## src/rtl/psum_ctrl_pkg.sv

```systemverilog
// Shared types for the partial-sum controller: FSM state encoding and lane-group helper.
package psum_ctrl_pkg;

    typedef enum logic [1:0] {
        S_IDLE  = 2'd0,
        S_ACCUM = 2'd1,
        S_OLOAD = 2'd2,
        S_FIN   = 2'd3
    } state_e;

    // Output-buffer words needed to carry one psum row.
    function automatic logic [15:0] lane_groups(input int unsigned col, input int unsigned ndata);
        return 16'(col / ndata);
    endfunction

endpackage

```

## src/rtl/psum_control_unit_skew.sv

```systemverilog
// Diagonal write-enable generator: delays one N-cycle window by one cycle per column.
module psum_skew_gen #(
    parameter int COL = 8
) (
    input  logic           clk,
    input  logic           rstn,
    input  logic           window_i,
    output logic [COL-1:0] we_o
);

    logic [COL-1:0] sr_q;

    always_ff @(posedge clk or negedge rstn) begin
        if (!rstn) begin
            sr_q <= '0;
        end else begin
            sr_q <= (sr_q << 1) | COL'(window_i);
        end
    end

    assign we_o = sr_q;

endmodule

```

## src/rtl/psum_control_unit.sv

```systemverilog
// Sequences aligner and psum read-accumulate-write after each tile, and drains psums
// to an output buffer. The drain path exists only when PSUM_CTRL_OUTPUTLOAD_EN is defined.
module psum_control_unit
    import psum_ctrl_pkg::*;
#(
    parameter int ROW               = 8,
    parameter int COL               = 8,
    parameter int NDATA             = 4,
    parameter int P_BRAM_ADDR_WIDTH = 5,
    parameter int O_BRAM_ADDR_WIDTH = 7
) (
    input  logic                         clk,
    input  logic                         rstn,
    input  logic                         start,
    input  logic                         is_first_psum,
    input  logic                         is_outputload,
    output logic                         outputload_fin,
    input  logic                         o_sel,
    input  logic [7:0]                   A,
    input  logic [7:0]                   C,
    input  logic [7:0]                   L,
    input  logic [P_BRAM_ADDR_WIDTH-1:0] psum_baseaddr,
    input  logic                         psum_ctrl_sel,
    output logic                         p_allign_rstn,
    output logic                         p_allign_en,
    output logic [COL-1:0]               p_allign_we,
    output logic                         p_allign_re,
    output logic                         psum_sel,
    output logic                         first_psum,
    output logic                         psum_en,
    output logic                         psum_we,
    output logic [O_BRAM_ADDR_WIDTH-1:0] psum_addr,
    output logic [O_BRAM_ADDR_WIDTH-1:0] psum_prev_addr,
    output logic                         o_buf0_en,
    output logic                         o_buf0_we,
    output logic [O_BRAM_ADDR_WIDTH-1:0] o_buf0_addr,
    output logic                         o_buf1_en,
    output logic                         o_buf1_we,
    output logic [O_BRAM_ADDR_WIDTH-1:0] o_buf1_addr
);

    localparam int          AW    = O_BRAM_ADDR_WIDTH;
    localparam logic [15:0] COL16 = 16'(COL);
`ifdef PSUM_CTRL_OUTPUTLOAD_EN
    localparam logic [15:0] G16        = lane_groups(COL, NDATA);
    localparam state_e      LOAD_STATE = S_OLOAD;
`else
    localparam state_e      LOAD_STATE = S_FIN;
`endif

    state_e                       state_q, state_d;
    logic [15:0]                  cyc_q, cyc_d, n_q, n_d;
    logic [P_BRAM_ADDR_WIDTH-1:0] base_q, base_d;
    logic                         first_q, first_d, sel_q, sel_d;
    logic                         allign_rstn_q, allign_rstn_d, allign_en_q, allign_en_d;
    logic                         allign_re_q, allign_re_d, window_d;
    logic                         psum_en_q, psum_en_d, psum_we_q, psum_we_d, fin_q, fin_d;
    logic [AW-1:0]                psum_addr_q, psum_addr_d, prev_addr_q, prev_addr_d;
`ifdef PSUM_CTRL_OUTPUTLOAD_EN
    logic [15:0]                  e_q, e_d, w_q, w_d, total_q, total_d;
    logic                         osel_q, osel_d;
    logic                         ob0_en_q, ob0_en_d, ob1_en_q, ob1_en_d;
    logic [AW-1:0]                ob_addr_q, ob_addr_d;
`endif

    always_ff @(posedge clk or negedge rstn) begin
        if (!rstn) begin
            state_q       <= S_IDLE;
            cyc_q         <= '0;
            n_q           <= '0;
            base_q        <= '0;
            first_q       <= 1'b0;
            sel_q         <= 1'b0;
            allign_rstn_q <= 1'b0;
            allign_en_q   <= 1'b0;
            allign_re_q   <= 1'b0;
            psum_en_q     <= 1'b0;
            psum_we_q     <= 1'b0;
            fin_q         <= 1'b0;
            psum_addr_q   <= '0;
            prev_addr_q   <= '0;
`ifdef PSUM_CTRL_OUTPUTLOAD_EN
            e_q           <= '0;
            w_q           <= '0;
            total_q       <= '0;
            osel_q        <= 1'b0;
            ob0_en_q      <= 1'b0;
            ob1_en_q      <= 1'b0;
            ob_addr_q     <= '0;
`endif
        end else begin
            state_q       <= state_d;
            cyc_q         <= cyc_d;
            n_q           <= n_d;
            base_q        <= base_d;
            first_q       <= first_d;
            sel_q         <= sel_d;
            allign_rstn_q <= allign_rstn_d;
            allign_en_q   <= allign_en_d;
            allign_re_q   <= allign_re_d;
            psum_en_q     <= psum_en_d;
            psum_we_q     <= psum_we_d;
            fin_q         <= fin_d;
            psum_addr_q   <= psum_addr_d;
            prev_addr_q   <= prev_addr_d;
`ifdef PSUM_CTRL_OUTPUTLOAD_EN
            e_q           <= e_d;
            w_q           <= w_d;
            total_q       <= total_d;
            osel_q        <= osel_d;
            ob0_en_q      <= ob0_en_d;
            ob1_en_q      <= ob1_en_d;
            ob_addr_q     <= ob_addr_d;
`endif
        end
    end

    always_comb begin
        state_d = state_q;
        cyc_d   = cyc_q;
        n_d     = n_q;
        base_d  = base_q;
        first_d = first_q;
        sel_d   = sel_q;
`ifdef PSUM_CTRL_OUTPUTLOAD_EN
        e_d     = e_q;
        w_d     = w_q;
        total_d = total_q;
        osel_d  = osel_q;
`endif
        case (state_q)
            S_IDLE: begin
                if (start) begin
                    state_d = S_ACCUM;
                    cyc_d   = '0;
                    n_d     = 16'(L) * COL16;
                    base_d  = psum_baseaddr;
                    first_d = is_first_psum;
                    sel_d   = psum_ctrl_sel;
                end else if (is_outputload) begin
                    state_d = LOAD_STATE;
                end
            end
            S_ACCUM: begin
                // Last write-back lands COL+1 cycles after the final row enters the aligner.
                if (cyc_q == COL16 + n_q + 16'd1) begin
                    cyc_d   = '0;
                    state_d = is_outputload ? LOAD_STATE : S_IDLE;
                end else begin
                    cyc_d = cyc_q + 16'd1;
                end
            end
`ifdef PSUM_CTRL_OUTPUTLOAD_EN
            S_OLOAD: begin
                if (cyc_q == total_q) begin
                    state_d = S_FIN;
                end else begin
                    cyc_d = cyc_q + 16'd1;
                    if (w_q == G16 - 16'd1) begin
                        w_d = '0;
                        e_d = e_q + 16'd1;
                    end else begin
                        w_d = w_q + 16'd1;
                    end
                end
            end
`endif
            S_FIN:   state_d = S_IDLE;
            default: state_d = S_IDLE;
        endcase
`ifdef PSUM_CTRL_OUTPUTLOAD_EN
        if (state_d == S_OLOAD && state_q != S_OLOAD) begin
            cyc_d   = '0;
            e_d     = '0;
            w_d     = '0;
            total_d = 16'(ROW) * 16'(A) * 16'(C) * G16;
            osel_d  = o_sel;
        end
        if (state_d == S_OLOAD) begin
            sel_d = psum_ctrl_sel;
        end
`endif
    end

    // Registered outputs are decoded from the next state so they line up with the cycle count.
    always_comb begin
        allign_rstn_d = 1'b0;
        allign_en_d   = 1'b0;
        allign_re_d   = 1'b0;
        window_d      = 1'b0;
        psum_en_d     = 1'b0;
        psum_we_d     = 1'b0;
        fin_d         = 1'b0;
        psum_addr_d   = '0;
        prev_addr_d   = '0;
`ifdef PSUM_CTRL_OUTPUTLOAD_EN
        ob0_en_d      = 1'b0;
        ob1_en_d      = 1'b0;
        ob_addr_d     = '0;
`endif
        case (state_d)
            S_ACCUM: begin
                allign_rstn_d = 1'b1;
                window_d      = (cyc_d >= 16'd1) && (cyc_d <= n_d);
                allign_en_d   = (cyc_d >= 16'd1) && (cyc_d <= COL16 + n_d - 16'd1);
                allign_re_d   = (cyc_d >= COL16 + 16'd1) && (cyc_d <= COL16 + n_d);
                psum_we_d     = (cyc_d >= COL16 + 16'd2) && (cyc_d <= COL16 + n_d + 16'd1);
                psum_en_d     = allign_re_d | psum_we_d;
                if (allign_re_d) prev_addr_d = AW'(base_d) + AW'(cyc_d - COL16 - 16'd1);
                if (psum_we_d)   psum_addr_d = AW'(base_d) + AW'(cyc_d - COL16 - 16'd2);
            end
`ifdef PSUM_CTRL_OUTPUTLOAD_EN
            S_OLOAD: begin
                psum_en_d = (cyc_d < total_d);
                if (psum_en_d) begin
                    prev_addr_d = AW'(e_d);
                    psum_addr_d = AW'(w_d);
                end
                if (cyc_d != 16'd0) begin
                    ob0_en_d  = ~osel_d;
                    ob1_en_d  = osel_d;
                    ob_addr_d = AW'(cyc_d - 16'd1);
                end
            end
`endif
            S_FIN:   fin_d = 1'b1;
            default: ;
        endcase
    end

    psum_skew_gen #(.COL(COL)) u_skew (
        .clk      (clk),
        .rstn     (rstn),
        .window_i (window_d),
        .we_o     (p_allign_we)
    );

    assign p_allign_rstn  = allign_rstn_q;
    assign p_allign_en    = allign_en_q;
    assign p_allign_re    = allign_re_q;
    assign psum_sel       = sel_q;
    assign first_psum     = first_q;
    assign psum_en        = psum_en_q;
    assign psum_we        = psum_we_q;
    assign psum_addr      = psum_addr_q;
    assign psum_prev_addr = prev_addr_q;
    assign outputload_fin = fin_q;

`ifdef PSUM_CTRL_OUTPUTLOAD_EN
    assign o_buf0_en   = ob0_en_q;
    assign o_buf0_we   = ob0_en_q;
    assign o_buf0_addr = ob0_en_q ? ob_addr_q : '0;
    assign o_buf1_en   = ob1_en_q;
    assign o_buf1_we   = ob1_en_q;
    assign o_buf1_addr = ob1_en_q ? ob_addr_q : '0;
`else
    logic unused_oload;
    assign unused_oload = ^{o_sel, A, C, 1'(ROW), 1'(NDATA)};
    assign o_buf0_en    = 1'b0;
    assign o_buf0_we    = 1'b0;
    assign o_buf0_addr  = '0;
    assign o_buf1_en    = 1'b0;
    assign o_buf1_we    = 1'b0;
    assign o_buf1_addr  = '0;
`endif

endmodule

```

## config.mk

```make
export PLATFORM = sky130hd
export DESIGN_NAME = psum_control_unit
export DESIGN_NICKNAME = d
export VERILOG_FILES = /design/src/rtl/psum_ctrl_pkg.sv /design/src/rtl/psum_control_unit_skew.sv /design/src/rtl/psum_control_unit.sv
export SDC_FILE = /design/constraint.sdc
export NUM_CORES = 1
export LEC_CHECK = 0
export CAP_MARGIN = 25
export CORE_UTILIZATION = 50
export CTS_CLUSTER_SIZE = 40
export DETAILED_ROUTE_END_ITERATION = 8
export PLACE_DENSITY = 0.76
export SYNTH_ARGS = -nofsm -noshare
export SYNTH_HDL_FRONTEND = slang
export SYNTH_SLANG_ARGS = --single-unit
```

## constraint.sdc

```tcl
create_clock -name clk -period 17 [get_ports clk]
set_clock_uncertainty 0.1 [all_clocks]
set_input_delay 3.4 -clock clk [delete_from_list [all_inputs] [get_ports clk]]
set_output_delay 3.4 -clock clk [all_outputs]
set_load 0.02 [all_outputs]
```

==> results of run 1 <==
==> cell families after synthesis <==
kind of cell / share of synthesized area (%)
fa+ha+maj: 15.8
xor+xnor: 11.6
simple gates: 21.0
compound gates: 14.3
other cells: 0.0597
flops: 27.5
mux: 2.39
buf+inv: 7.37
==> cell usage in the layout (no fill, tap or decap), types with 29 or more instances in the layout <==
cell type / netlist / final
nor3_1: 29 / 29
nor2_1: 40 / 40
dfrtp_1: 69 / 69
xnor2_1: 53 / 53
inv_1: 50 / 50
a21o_1: 29 / 29
nand2_1: 51 / 51
ha_1: 76 / 76
clkdlybuf4s50_1: 0 / 47
==> path summary, 6_finish.rpt <==
check                               start        endpoint  slack (ns)
max in group asynchronous            rstn        cyc_q[6]       13.05
setup reg to reg               state_q[1]    psum_addr[5]       10.38
hold / removal             u_skew.we_o[5]  u_skew.we_o[6]        0.27
hold reg to reg            u_skew.we_o[5]  u_skew.we_o[6]        0.27
setup / recovery                    start    psum_addr[5]        7.28
min in group asynchronous            rstn        cyc_q[9]        3.14
==> area by class of cell <==
cell class	instances	share of cell area, %
multi-input combinational	565	58.1
sequential	69	24.1
timing repair buffer	55	7.38
clock buffer	10	3.34
tap	168	2.94
inverter	53	2.78
clock inverter	6	1.31
==> metrics by stage <==
stage	utilization (%)	instance area (sq um)	setup WS (ns)
final	59.1	7160	7.28
after global routing	59.1	7160	6.81
after CTS	59.0	7150	7.38
after detailed placement	56.3	6820	7.07
after global placement	56.3	6820	7.09
after floorplan	-	6350	8.65
==> power by group through the flow <==
stage	registers (mW)	clock network (mW)	logic (mW)
floorplan	0.238	0	0.444
global placement	0.235	0	0.567
detailed placement	0.238	0	0.588
CTS	0.235	0.213	0.594
global route	0.239	0.221	0.665
finish	0.236	0.210	0.596
==> registers in the layout (all words and copies together), names as in the netlist <==
name / count
first_psum: 1
base_q: 5
cyc_q: 16
psum_en: 1
psum_addr: 7
state_q: 2
psum_prev_addr: 7
outputload_fin: 1
n_q: 16
p_allign_re: 1
psum_sel: 1
p_allign_en: 1
psum_we: 1
u_skew.we_o: 8
p_allign_rstn: 1
==> routing by layer <==
layer / GRT usage (%) / up-vias / wire length, microns
met4: 11.0 / 0 / 404
li1: - / 2572 / -
met5: 0 / - / 0
met1: 33.7 / 2642 / 7090
met2: 43.8 / 149 / 7890
met3: 3.18 / 30 / 813
==> synth_stat cells (3+ instances only) <==
library cell | number | share of area, %
ha_1 | 76 | 15
dfrtp_1 | 69 | 27
xnor2_1 | 53 | 7.4
nand2_1 | 51 | 3.0
inv_1 | 50 | 3.0
nor2_1 | 40 | 2.4
a21o_1 | 29 | 3.5
nor3_1 | 29 | 2.3
nand3_1 | 28 | 2.2
o21ai_0 | 28 | 2.2
xor2_1 | 23 | 3.2
buf_4 | 20 | 2.4
a21oi_1 | 19 | 1.5
nand4_1 | 18 | 1.8
clkbuf_1 | 16 | 0.96
mux2i_1 | 15 | 2.4
nor4_1 | 11 | 1.1
o21a_1 | 11 | 1.3
and3_1 | 10 | 1.0
nand2b_1 | 7 | 0.70
nor2_2 | 7 | 0.70
buf_2 | 6 | 0.48
nor2b_1 | 6 | 0.60
a31oi_1 | 5 | 0.50
nand3b_1 | 5 | 0.60
nor3b_1 | 4 | 0.48
or2_2 | 4 | 0.40
or3_1 | 4 | 0.40
a211oi_1 | 3 | 0.36
a21boi_0 | 3 | 0.36
and3b_1 | 3 | 0.42
inv_2 | 3 | 0.18
o21ai_1 | 3 | 0.24
o31ai_1 | 3 | 0.36
==> out/metrics.yaml, run 1 <==
status:
  status: "finished clean"
timing:
  slew_violations: 0
  finalSetupViolCount: 0
  rsz0062_at_grt: "false"
  fmax_mhz: 103
  hold_ws_ns: 0.273
  slew_headroom_pct: 36.6
  worst_pin_slew_ns: 0.926
  tns_ns: 0
  period_needed_ns: 9.72
  min_period_over_period_pct: 57.2
  hold_violations: 0
logic_synthesis:
  synth_seq_cells: 69
  synth_ff_type: "dfrtp_1"
  async_flop_share_pct: 100
  synth_cell_types: 75
  netlist_area_sq_um: 6280
  yosysWarnings: 0
  syn-mean-instance-area_sq_um: 8.77
  synth-edff-count: 0
  yosysSeqAreaShare_pct: 27.5
  syn_inst: 716
final_layout:
  layout-drive-gt1-share_pct: 7.26
  fill_cells: 1103
  multi_input_area_sq_um: 4160
  syn2layout_area_growth_pct: 14.0
  antenna_cells: 0
  nets: 867
  fin_cells: 926
  seqCellArea_sq_um: 1730
clock_network:
  cts_inserted_buffers: 9
  clock_latency_ns: 0.34
  cts_tree: "built"
  clock_sinks: 69
  cts_max_level: 3
  cts-root-buf: "clkbuf_16"
  clockBufferDepth: 2
  holdBufCountCts: 0
  clk_pin_slew_ns: 0.06
  cts_resized: 0
  cts_setup_buffers: 0
setup_path:
  critical-path-slowest-cell: "a2111oi_0"
  startpoint_type: "input pin"
  path_delay_family: "compound AO/OA/AOI/OAI gates"
  path_class: "in2reg"
  cp.required_ns: 17.17
  end_kind: "register"
  critPathBufInv: 3
  cp.depth: 19
  arrival_ns: 9.89
  slowest_delay_ns: 0.82
  crit_chain: "clkdlybuf4s50_1, nor3b_4, buf_4, mux2i_1, inv_1, ha_1, xnor2_1, nor3_1, or3b_2, nor2_1, xnor2_1, ha_1, a21o_1, a21oi_1, nor2_1, a2111oi_0, o41ai_1, a221o_1, nor2_2"
  critPathMaxFanout: 13
  ff2ff_path_depth: 18
global_routing:
  grt_max_degree: 70
  antenna_found_initial: 0
  overflow: 0
  grt_pass1_vias: 5251
  grt_pass1_wl_microns: 26300
  groute.usage.overall_pct: 26.0
drt:
  drt_pass1_iterations: 5
  vias: 5393
  wl_per_cell_microns: 17.5
  drc: 0
  drt_iter0_markers: 362
  ant_nets: 0
  viasPerCell: 5.82
  wl_microns: 16200
floorplanning:
  initial_core_util_pct: 51.9
  die_h_microns: 114
  rows: 40
  io_pins: 84
  die-area_sq_um: 13000
  dieWidth_microns: 114
  core-area_sq_um: 12100
place:
  dp_hpwl_microns: 12600
  placedCellCount: 909
  gp_congestion: 0.900
  port_buffers: 48
pwr:
  pwr-share-seq_pct: 22.6
  power_frac_comb_pct: 57.2
  cellLeakagePower_nw: 3.23
  ir_worst_vdd_mv: 0.0755
  clock_power_share_pct: 20.2
  p_int_mw: 0.596
  power_density_nw_per_um2: 146
  switching_share_pct: 42.8
  power_mw: 1.04
  power_switching_mw: 0.446
worst_hold_path:
  hp-class: "reg2reg"
  min_path_cells: 0
run:
  max_cap_viol_count: 0
No activity file was read; power rests on OpenSTA's default activity.
==> run 2, diff against run 1 <==
--- a/config.mk
+++ b/config.mk
@@ -9,7 +9,7 @@
 export CORE_UTILIZATION = 50
 export CTS_CLUSTER_SIZE = 40
 export DETAILED_ROUTE_END_ITERATION = 8
-export PLACE_DENSITY = 0.76
+export PLACE_DENSITY = 0.78
 export SYNTH_ARGS = -nofsm -noshare
 export SYNTH_HDL_FRONTEND = slang
 export SYNTH_SLANG_ARGS = --single-unit
==> constraint.sdc (replaced) <==
create_clock -name clk -period 8.35 [get_ports clk]
set_clock_uncertainty 0.1 [all_clocks]
set_input_delay 1.67 -clock clk [delete_from_list [all_inputs] [get_ports clk]]
set_output_delay 1.67 -clock clk [all_outputs]
set_load 0.02 [all_outputs]
==> run 2 against run 1 <==
Largest power group unchanged. Global-route usage is 0.48 points higher. Sequential share of layout area is 0.17 points higher. Total power is 99% higher. Critical path type unchanged. Critical endpoint unchanged. Register-to-register slack worse by 8.1 ns.
==> out/metrics.yaml, run 2 (synthesis gave the netlist of run 1 again) <==
status:
  status: "finished clean"
global_routing:
  groute.usage.overall_pct: 26.5
  grt_pass1_vias: 5411
  grt_pass1_wl_microns: 26900
  grt_max_degree: 70
  overflow: 0
  antenna_found_initial: 0
clock_network:
  clk_pin_slew_ns: 0.06
  cts_max_level: 3
  holdBufCountCts: 0
  cts_setup_buffers: 0
  cts_resized: 0
  clockBufferDepth: 2
  clock_sinks: 69
  clock_latency_ns: 0.34
  cts_tree: "built"
  cts-root-buf: "clkbuf_16"
  cts_inserted_buffers: 9
timing:
  slew_violations: 0
  finalSetupViolCount: 0
  slew_headroom_pct: 35.8
  min_period_over_period_pct: 88.2
  rsz0062_at_grt: "false"
  tns_ns: 0
  hold_violations: 0
  period_needed_ns: 7.37
  fmax_mhz: 136
  worst_pin_slew_ns: 0.959
  hold_ws_ns: 0.269
place:
  placedCellCount: 911
  dp_hpwl_microns: 12700
  port_buffers: 48
  gp_congestion: 0.879
floorplanning:
  die_h_microns: 114
  io_pins: 84
  core-area_sq_um: 12100
  die-area_sq_um: 13000
  dieWidth_microns: 114
  rows: 40
  initial_core_util_pct: 51.9
run:
  max_cap_viol_count: 0
drt:
  drc: 0
  viasPerCell: 5.80
  vias: 5377
  wl_microns: 16500
  drt_pass1_iterations: 5
  wl_per_cell_microns: 17.7
  drt_iter0_markers: 444
  ant_nets: 0
setup_path:
  path_class: "in2reg"
  critPathMostFrequentCell: "nor2_1"
  crit_chain: "clkdlybuf4s50_1, nor3b_4, buf_4, mux2i_1, inv_1, ha_1, nand2_1, nor2_1, xnor2_1, nand2b_1, nor2_1, xnor2_1, ha_1, a21o_1, a21o_1, a21oi_1, nor2_1, a2111oi_0, buf_4, o41ai_1, a221o_1, nor2_2"
  slowest_delay_ns: 0.58
  arrival_ns: 7.53
  critPathMaxFanout: 13
  cp.required_ns: 8.51
  startpoint_type: "input pin"
  end_kind: "register"
  rrSetupSlack_ns: 2.33
  critical-path-slowest-cell: "a2111oi_0"
final_layout:
  fin_cells: 927
  syn2layout_area_growth_pct: 13.2
  fin_util_pct: 58.7
  final_common_cell: "ha_1"
  layout_common_cells: "76 x ha_1, 69 x dfrtp_1, 53 x xnor2_1"
  nets: 868
  fill_cells: 1048
  antenna_cells: 0
  layout-drive-gt1-share_pct: 7.38
pwr:
  power_density_nw_per_um2: 292
  power_mw: 2.07
  cellLeakagePower_nw: 3.21
  ir_worst_vdd_mv: 0.155
worst_hold_path:
  hp-class: "reg2reg"
[run 2: report_power, final]
part / internal [mW] / switching [mW]
logic: 0.540 / 0.695
registers: 0.405 / 0.0760
clock network: 0.202 / 0.157
[run 2: critical path: cells and delay by family]
family	cells	cell delay (ns)
compound gates	6	1.71
mux	1	0.55
fa+ha+maj	2	0.61
buf+inv	4	1.23
simple gates	7	1.05
xor+xnor	2	0.69
[run 2: metrics by stage]
| step | worst slack (ns) | cell area, sq um |
|---|---|---|
| 6_report | 0.983 | 7110 |
| 5_1_grt | 0.491 | 7110 |
| 4_1_cts | 0.998 | 7110 |
| 3_5_place_dp | 0.679 | 6830 |
| 3_3_place_gp | 0.732 | 6830 |
| 2_1_floorplan | 1.73 | 6350 |
[run 2: final timing paths]
check                                from              to  cells past startpoint
min reg2reg                u_skew.we_o[4]  u_skew.we_o[5]                      0
max in group asynchronous            rstn   p_allign_rstn                      2
max                                 start    psum_addr[5]                     22
min                        u_skew.we_o[4]  u_skew.we_o[5]                      0
max reg2reg                    state_q[1]    psum_addr[5]                     21
min in group asynchronous            rstn          n_q[9]                      2
[run 2: layout make-up]
class,instances,area [sq um],area share [%]
inverter,53,199,2.80
multi-input combinational,565,4160,58.5
timing repair buffer,56,536,7.53
clock inverter,7,51.3,0.721
clock buffer,9,225,3.17
sequential,69,1730,24.3
tap,168,210,2.96
[run 2: metal layers]
metal	track usage [%]	vias up	wire length [microns]	share of wire, %
met5	0	-	0	0
met4	9.78	0	389	2.4
met3	3.71	36	732	4.4
met2	44.8	172	7870	48
met1	34.5	2589	7460	45
li1	-	2580	-	-
